===== config.mk =====
export PLATFORM = sky130hd
export DESIGN_NAME = lsu_mem_master
export DESIGN_NICKNAME = d
export VERILOG_FILES = /design/src/rtl/lsu_mem_master_pkg.sv /design/src/rtl/lsu_mem_master_lane_align.sv /design/src/rtl/lsu_mem_master.sv
export SDC_FILE = /design/constraint.sdc
export NUM_CORES = 1
export LEC_CHECK = 0
export ABC_AREA = 1
export CELL_PAD_IN_SITES_DETAIL_PLACEMENT = 0
export CELL_PAD_IN_SITES_GLOBAL_PLACEMENT = 2
export CORE_UTILIZATION = 29
export CTS_CLUSTER_SIZE = 28
export DETAILED_ROUTE_END_ITERATION = 6
export GPL_ROUTABILITY_DRIVEN = 1
export PLACE_DENSITY = 0.85
export REMOVE_ABC_BUFFERS = 1
export SLEW_MARGIN = 25
export SYNTH_ARGS = -nofsm -noshare
export SYNTH_HDL_FRONTEND = slang
export SYNTH_SLANG_ARGS = --single-unit

===== constraint.sdc =====
create_clock -name clock -period 4.3 [get_ports clock]
set_input_delay 0.86 -clock clock [delete_from_list [all_inputs] [get_ports clock]]
set_output_delay 0.86 -clock clock [all_outputs]
set_load 0.02 [all_outputs]

===== src/rtl/lsu_mem_master_pkg.sv =====
// Shared definitions for the load/store memory master: funct3 codes, FSM states
// and the fixed word access size presented to data memory.
package lsu_mem_master_pkg;

    localparam logic [2:0] F3_B  = 3'b000;
    localparam logic [2:0] F3_H  = 3'b001;
    localparam logic [2:0] F3_W  = 3'b010;
    localparam logic [2:0] F3_BU = 3'b100;
    localparam logic [2:0] F3_HU = 3'b101;

    localparam logic [1:0] ACCESS_WORD = 2'd2;

    typedef enum logic [1:0] {
        ST_IDLE  = 2'd0,
        ST_READ  = 2'd1,
        ST_WRITE = 2'd2,
        ST_RESP  = 2'd3
    } lsu_state_e;

    // Byte count touched by an access; unknown codes are sized as a word so the
    // range check stays conservative (they are flagged illegal anyway).
    function automatic logic [2:0] access_bytes(input logic [2:0] f3);
        case (f3)
            F3_B, F3_BU: access_bytes = 3'd1;
            F3_H, F3_HU: access_bytes = 3'd2;
            default:     access_bytes = 3'd4;
        endcase
    endfunction

    function automatic logic f3_legal(input logic we, input logic [2:0] f3);
        if (we) f3_legal = (f3 == F3_B) || (f3 == F3_H) || (f3 == F3_W);
        else    f3_legal = (f3 == F3_B) || (f3 == F3_H) || (f3 == F3_W) ||
                           (f3 == F3_BU) || (f3 == F3_HU);
    endfunction

endpackage


===== src/rtl/lsu_mem_master_lane_align.sv =====
// Byte-lane steering: extracts and extends load data from a memory word, and
// merges narrow store data into the word read back for read-modify-write.
module lsu_lane_align
    import lsu_mem_master_pkg::*;
(
    input  logic [1:0]  addr_lo_i,
    input  logic [2:0]  funct3_i,
    input  logic [31:0] word_i,
    input  logic [31:0] wdata_i,
    output logic [31:0] load_data_o,
    output logic [31:0] store_word_o
);

    logic [7:0]  byte_sel;
    logic [15:0] half_sel;

    always_comb begin
        byte_sel = word_i[7:0];
        case (addr_lo_i)
            2'd0: byte_sel = word_i[7:0];
            2'd1: byte_sel = word_i[15:8];
            2'd2: byte_sel = word_i[23:16];
            2'd3: byte_sel = word_i[31:24];
            default: byte_sel = word_i[7:0];
        endcase
        half_sel = addr_lo_i[1] ? word_i[31:16] : word_i[15:0];
    end

    always_comb begin
        load_data_o = word_i;
        case (funct3_i)
            F3_B:    load_data_o = {{24{byte_sel[7]}}, byte_sel};
            F3_BU:   load_data_o = {24'd0, byte_sel};
            F3_H:    load_data_o = {{16{half_sel[15]}}, half_sel};
            F3_HU:   load_data_o = {16'd0, half_sel};
            default: load_data_o = word_i;
        endcase
    end

    always_comb begin
        store_word_o = word_i;
        case (funct3_i)
            F3_B: begin
                case (addr_lo_i)
                    2'd0: store_word_o[7:0]   = wdata_i[7:0];
                    2'd1: store_word_o[15:8]  = wdata_i[7:0];
                    2'd2: store_word_o[23:16] = wdata_i[7:0];
                    2'd3: store_word_o[31:24] = wdata_i[7:0];
                    default: store_word_o = word_i;
                endcase
            end
            F3_H: begin
                if (addr_lo_i[1]) store_word_o[31:16] = wdata_i[15:0];
                else              store_word_o[15:0]  = wdata_i[15:0];
            end
            F3_W:    store_word_o = wdata_i;
            default: store_word_o = word_i;
        endcase
    end

endmodule


===== src/rtl/lsu_mem_master.sv =====
// MEM-stage load/store initiator: word-only memory port with read-modify-write
// for byte/half stores, load extension, and alignment/range/funct3 checking.
module lsu_mem_master
    import lsu_mem_master_pkg::*;
#(
    parameter logic [31:0] MEM_BASE  = 32'h0100_0000,
    parameter logic [31:0] MEM_BYTES = 32'h0010_0000
) (
    input  logic        clock,
    input  logic        reset_n,
    input  logic        req_valid,
    output logic        req_ready,
    input  logic        req_we,
    input  logic [2:0]  req_funct3,
    input  logic [31:0] req_addr,
    input  logic [31:0] req_wdata,
    output logic        resp_valid,
    output logic [31:0] resp_rdata,
    output logic        resp_err,
    output logic [31:0] mem_address,
    output logic        mem_read_write,
    output logic [31:0] mem_data_in,
    output logic [1:0]  mem_access_size,
    input  logic [31:0] mem_data_out
);

    lsu_state_e  state_q, state_d;
    logic        we_q, we_d;
    logic [2:0]  f3_q, f3_d;
    logic [1:0]  addr_lo_q, addr_lo_d;
    logic [31:0] wdata_q, wdata_d;
    logic [31:0] mem_addr_q, mem_addr_d;
    logic [31:0] mem_wdata_q, mem_wdata_d;
    logic [31:0] rdata_q, rdata_d;
    logic        err_q, err_d;

    logic [31:0] load_data;
    logic [31:0] store_word;

    logic        misaligned;
    logic        out_of_range;
    logic        illegal_f3;
    logic        req_err;
    logic [32:0] req_end;
    logic [32:0] mem_limit;

    // 33-bit arithmetic so an access near 2^32 cannot wrap into the window.
    always_comb begin
        req_end      = {1'b0, req_addr} + {30'd0, access_bytes(req_funct3)};
        mem_limit    = {1'b0, MEM_BASE} + {1'b0, MEM_BYTES};
        misaligned   = (((req_funct3 == F3_H) || (req_funct3 == F3_HU)) && req_addr[0]) ||
                       ((req_funct3 == F3_W) && (req_addr[1:0] != 2'b00));
        out_of_range = (req_addr < MEM_BASE) || (req_end > mem_limit);
        illegal_f3   = !f3_legal(req_we, req_funct3);
        req_err      = misaligned || out_of_range || illegal_f3;
    end

    lsu_lane_align u_lane_align (
        .addr_lo_i    (addr_lo_q),
        .funct3_i     (f3_q),
        .word_i       (mem_data_out),
        .wdata_i      (wdata_q),
        .load_data_o  (load_data),
        .store_word_o (store_word)
    );

    always_ff @(posedge clock or negedge reset_n) begin
        if (!reset_n) begin
            state_q     <= ST_IDLE;
            we_q        <= 1'b0;
            f3_q        <= '0;
            addr_lo_q   <= '0;
            wdata_q     <= '0;
            mem_addr_q  <= '0;
            mem_wdata_q <= '0;
            rdata_q     <= '0;
            err_q       <= 1'b0;
        end else begin
            state_q     <= state_d;
            we_q        <= we_d;
            f3_q        <= f3_d;
            addr_lo_q   <= addr_lo_d;
            wdata_q     <= wdata_d;
            mem_addr_q  <= mem_addr_d;
            mem_wdata_q <= mem_wdata_d;
            rdata_q     <= rdata_d;
            err_q       <= err_d;
        end
    end

    always_comb begin
        state_d     = state_q;
        we_d        = we_q;
        f3_d        = f3_q;
        addr_lo_d   = addr_lo_q;
        wdata_d     = wdata_q;
        mem_addr_d  = mem_addr_q;
        mem_wdata_d = mem_wdata_q;
        rdata_d     = rdata_q;
        err_d       = err_q;

        case (state_q)
            ST_IDLE: begin
                if (req_valid) begin
                    we_d      = req_we;
                    f3_d      = req_funct3;
                    addr_lo_d = req_addr[1:0];
                    wdata_d   = req_wdata;
                    rdata_d   = '0;
                    err_d     = req_err;
                    // Faulting ops leave the memory port registers untouched.
                    if (req_err) begin
                        state_d = ST_RESP;
                    end else begin
                        mem_addr_d = {req_addr[31:2], 2'b00};
                        if (req_we && (req_funct3 == F3_W)) begin
                            mem_wdata_d = req_wdata;
                            state_d     = ST_WRITE;
                        end else begin
                            state_d = ST_READ;
                        end
                    end
                end
            end
            ST_READ: begin
                if (we_q) begin
                    mem_wdata_d = store_word;
                    state_d     = ST_WRITE;
                end else begin
                    rdata_d = load_data;
                    state_d = ST_RESP;
                end
            end
            ST_WRITE: state_d = ST_RESP;
            ST_RESP:  state_d = ST_IDLE;
            default:  state_d = ST_IDLE;
        endcase
    end

    assign req_ready       = (state_q == ST_IDLE);
    assign resp_valid      = (state_q == ST_RESP);
    assign resp_rdata      = rdata_q;
    assign resp_err        = err_q;
    assign mem_address     = mem_addr_q;
    assign mem_read_write  = (state_q == ST_WRITE);
    assign mem_data_in     = mem_wdata_q;
    assign mem_access_size = ACCESS_WORD;

endmodule


==> reports/summary.txt <==
WP data required -> 4.61 ns
Netlist cell types -> 43
Max clock buf depth -> 2
CTS Hold Bufs -> 0
Routed WL -> 31800 um
Setup Buffers After CTS -> 0
Tcrit/Tclk final -> 85.3%
Startpoint Class -> input port
Mapped Cells -> 1173
Antenna violations before repair -> 2
Area grow syn2layout -> 36.1%
Drt drc -> 0
Worst-Margin Slew -> 1.03 ns
TritonCTS clock tree -> yes
Fin util -> 40.4%
Global-route wire length before repair -> 48700 um
Post-synthesis register bit count -> 135
Crit. End Element -> flop
Multi-input combinational cell area -> 4120 sq um
Via Count -> 8658
Die width -> 171 um
Average cell area after synthesis -> 7.08 sq um
Count leader, synth -> nand2_1
Worst path buffer plus inverter count -> 2
Nets -> 1462
RSZ-0062 raised after global routing -> false
# rows -> 61
Full die area -> 29300 sq um
Worst setup path class -> in2reg
Status -> finished, final reports clean
IO buf count -> 200
Vias in the first global route -> 8546
Final hold viol count -> 0
Mapped cell area -> 8310 sq um
Worst path most repeated cell -> nand2_1
Post-synth EDFFs -> 0
Routed length per instance -> 18.3 um
Register area share after synthesis -> 40.7%
Synth area leaders -> dfrtp_1, nand2_1, o21ai_0
Yosys top cell by area -> dfrtp_1
Met3 routed WL -> 2400 um
# fillers -> 3001
Top-area cell type share of the netlist area -> 40.7%
Drt first pass iters -> 5
P per Cell Area -> 651 nW/um^2
Synth Flop Type -> dfrtp_1
Maximum vdd drop -> 0.301 mV
Crit path DAT -> 3.97 ns
Final TNS setup -> 0 ns
Top post-synthesis cells by count -> nand2_1, inv_1, dfrtp_1
WL met2 -> 14900 um
Final ANT Viol Nets -> 0
CTS Sinks -> 135
P_leak -> 5.12 nW
Slowest stage delay, CP -> 0.59 ns
Die height -> 171 um
Flip-flop and latch area -> 3380 sq um
Overall Global Routing Usage -> 22.0%
Worst Skew -> 0.0164 ns
Clock slew seen by the registers of the worst setup and hold paths -> 0.06 ns
Worst hold-check path type -> reg2reg
CTS root buf -> clkbuf_16
Remaining Overflow, GRT -> 0
Max Fclk -> 273 MHz
Max-Cap Viols -> 0
DRT iter0 DRCs -> 688
HPWL after DPL -> 23600 um
Largest net degree at the start of global routing -> 88
Num ports -> 205
Via-to-Cell Ratio -> 4.97
Min Tclk post-route -> 3.67 ns
Max_slew headroom -> 31.0%
Slowest-stage cell, CP -> clkdlybuf4s50_1
Post-cts gate resize count -> 0
Layout cells sized above 1 -> 6.24%
Depth of the CTS H-tree -> 4
Max-slew violation count -> 0
Ys async rst share -> 100%
Final setup viols -> 0
CP cell instances -> clkdlybuf4s50_1 -> nor2_1 -> ha_1 -> fa_1 -> nand3_1 -> nand2_1 -> nand2_1 -> o21ai_0 -> inv_1 -> nand2_1 -> nor2_1 -> nand2_1 -> nor2_1 -> nand3_1 -> nand2_1 -> nand2_2 -> nand2_4 -> nand2_4 -> nand2_1 -> nand2_1
M1 WL -> 13700 um
Worst Path Max Fanout -> 32
Uppermost layer routed -> met5
Core ar. -> 28000 sq um
Skew-Pair Late Insertion Delay -> 0.42 ns
CP delay by family, top -> simple AND/OR/NAND/NOR gates
CTS Buf Count -> 17
Routability cong. -> 0.880
Starting density of the core -> 29.7%
Warnings, synthesis -> 0
-- path summary, 6_finish.rpt --
path,from,end,slack (ns),cells past startpoint
min in group asynchronous,reset_n,resp_rdata[25]$_DFFE_PN0P_,0.51,1
max in group asynchronous,reset_n,mem_address[4]$_DFFE_PN0P_,2.98,2
min,mem_address[27]$_DFFE_PN0P_,mem_address[27]$_DFFE_PN0P_,0.47,2
max reg2reg,addr_lo_q[0]$_DFFE_PN0P_,resp_rdata[28]$_DFFE_PN0P_,1.19,8
max,req_funct3[1],mem_data_in[0]$_DFFE_PN0P_,0.63,20
min reg2reg,mem_address[27]$_DFFE_PN0P_,mem_address[27]$_DFFE_PN0P_,0.47,2
-- per-layer routing --
layer	vias up	global-route usage [%]
met5	-	0
met4	2	7.84
met3	43	4.46
met2	340	36.4
met1	4042	28.3
li1	4231	-
-- flip-flops by register name, summed over array words and instances, names as in the netlist --
signal       flops
mem_data_in     32
resp_rdata      32
wdata_q         32
mem_address     30
f3_q             3
addr_lo_q        2
state_q          2
resp_err         1
we_q             1
-- placed cells by master, fill, tap and decap left out, types with 2 or more instances in the layout --
| master | count |
|---|---|
| nand2_4 | 2 |
| o2111ai_1 | 5 |
| buf_4 | 14 |
| dfrtp_1 | 135 |
| buf_12 | 3 |
| nor4_1 | 3 |
| conb_1 | 4 |
| bufinv_16 | 4 |
| clkinv_4 | 2 |
| a21oi_2 | 2 |
| nand3_1 | 60 |
| o21ai_0 | 113 |
| o211ai_1 | 20 |
| a32oi_1 | 23 |
| xor2_1 | 4 |
| o21ai_1 | 13 |
| clkdlybuf4s50_1 | 199 |
| o221ai_1 | 16 |
| a21oi_1 | 57 |
| clkinv_1 | 7 |
| clkbuf_16 | 17 |
| nand2_2 | 18 |
| nor2_1 | 89 |
| ha_1 | 7 |
| nand2_1 | 327 |
| nor3_1 | 6 |
| nor2_2 | 9 |
| o22ai_1 | 34 |
| a22oi_1 | 2 |
| inv_1 | 140 |
| clkinvlp_4 | 3 |
| nand3b_1 | 3 |
| nor2_4 | 3 |
-- metrics by stage --
step | total power, mW | instance area, sq um | hold WS, ns | instances | setup slack (ns)
CTS | 7.40 | 11300 | 0.473 | 1740 | 0.645
global placement | 5.77 | 10700 | 0.453 | 1710 | 0.275
floorplan | 4.16 | 8040 | 0.449 | 1115 | 0.175
detailed placement | 5.79 | 10700 | 0.456 | 1710 | 0.204
finish | 7.36 | 11300 | 0.466 | 1741 | 0.632
global route | 7.87 | 11300 | 0.491 | 1741 | 0.234
-- where the power goes --
| part | total (mW) | internal (mW) | switching (mW) | leakage, nW |
|---|---|---|---|---|
| Sequential | 2.05 | 1.71 | 0.343 | 1.75 |
| Combinational | 3.73 | 1.37 | 2.36 | 3.08 |
| Clock | 1.58 | 0.983 | 0.596 | 0.292 |
| Total | 7.36 | 4.06 | 3.30 | 5.12 |
-- worst reg2reg max path, cell delays in order (launching register included) --
cell	delay (ns)
dfrtp_1	0.67
clkinv_1	0.67
nand2_1	0.60
o221ai_1	0.20
nand2_1	0.09
nand2_1	0.21
o21ai_1	0.20
buf_4	0.25
o22ai_1	0.11
-- cells by family (layout without fill, tap and decap cells) --
group                      after synthesis  after routing  share of synthesized area (%)
adders and majority gates                8              8                           1.29
and+or+nand+nor                        528            528                           26.7
xor gates and xnor gates                 5              5                          0.527
AOI/OAI and AO/OA                      288            288                           20.7
buffers and inverters                  207            394                           10.0
other                                    2              5                         0.0904
DFF                                    135            135                           40.7
-- final cells by class --
class | count | share of cell area [%]
multi-input cells | 833 | 36.4
clock inverters | 11 | 1.54
repair buffers | 217 | 19.2
clock buffers | 19 | 3.92
flip-flops and latches | 135 | 29.9
well taps | 378 | 4.18
diodes | 1 | 0.0221
inverters | 147 | 4.88
Note: power is estimated with default switching activity, not from simulation.
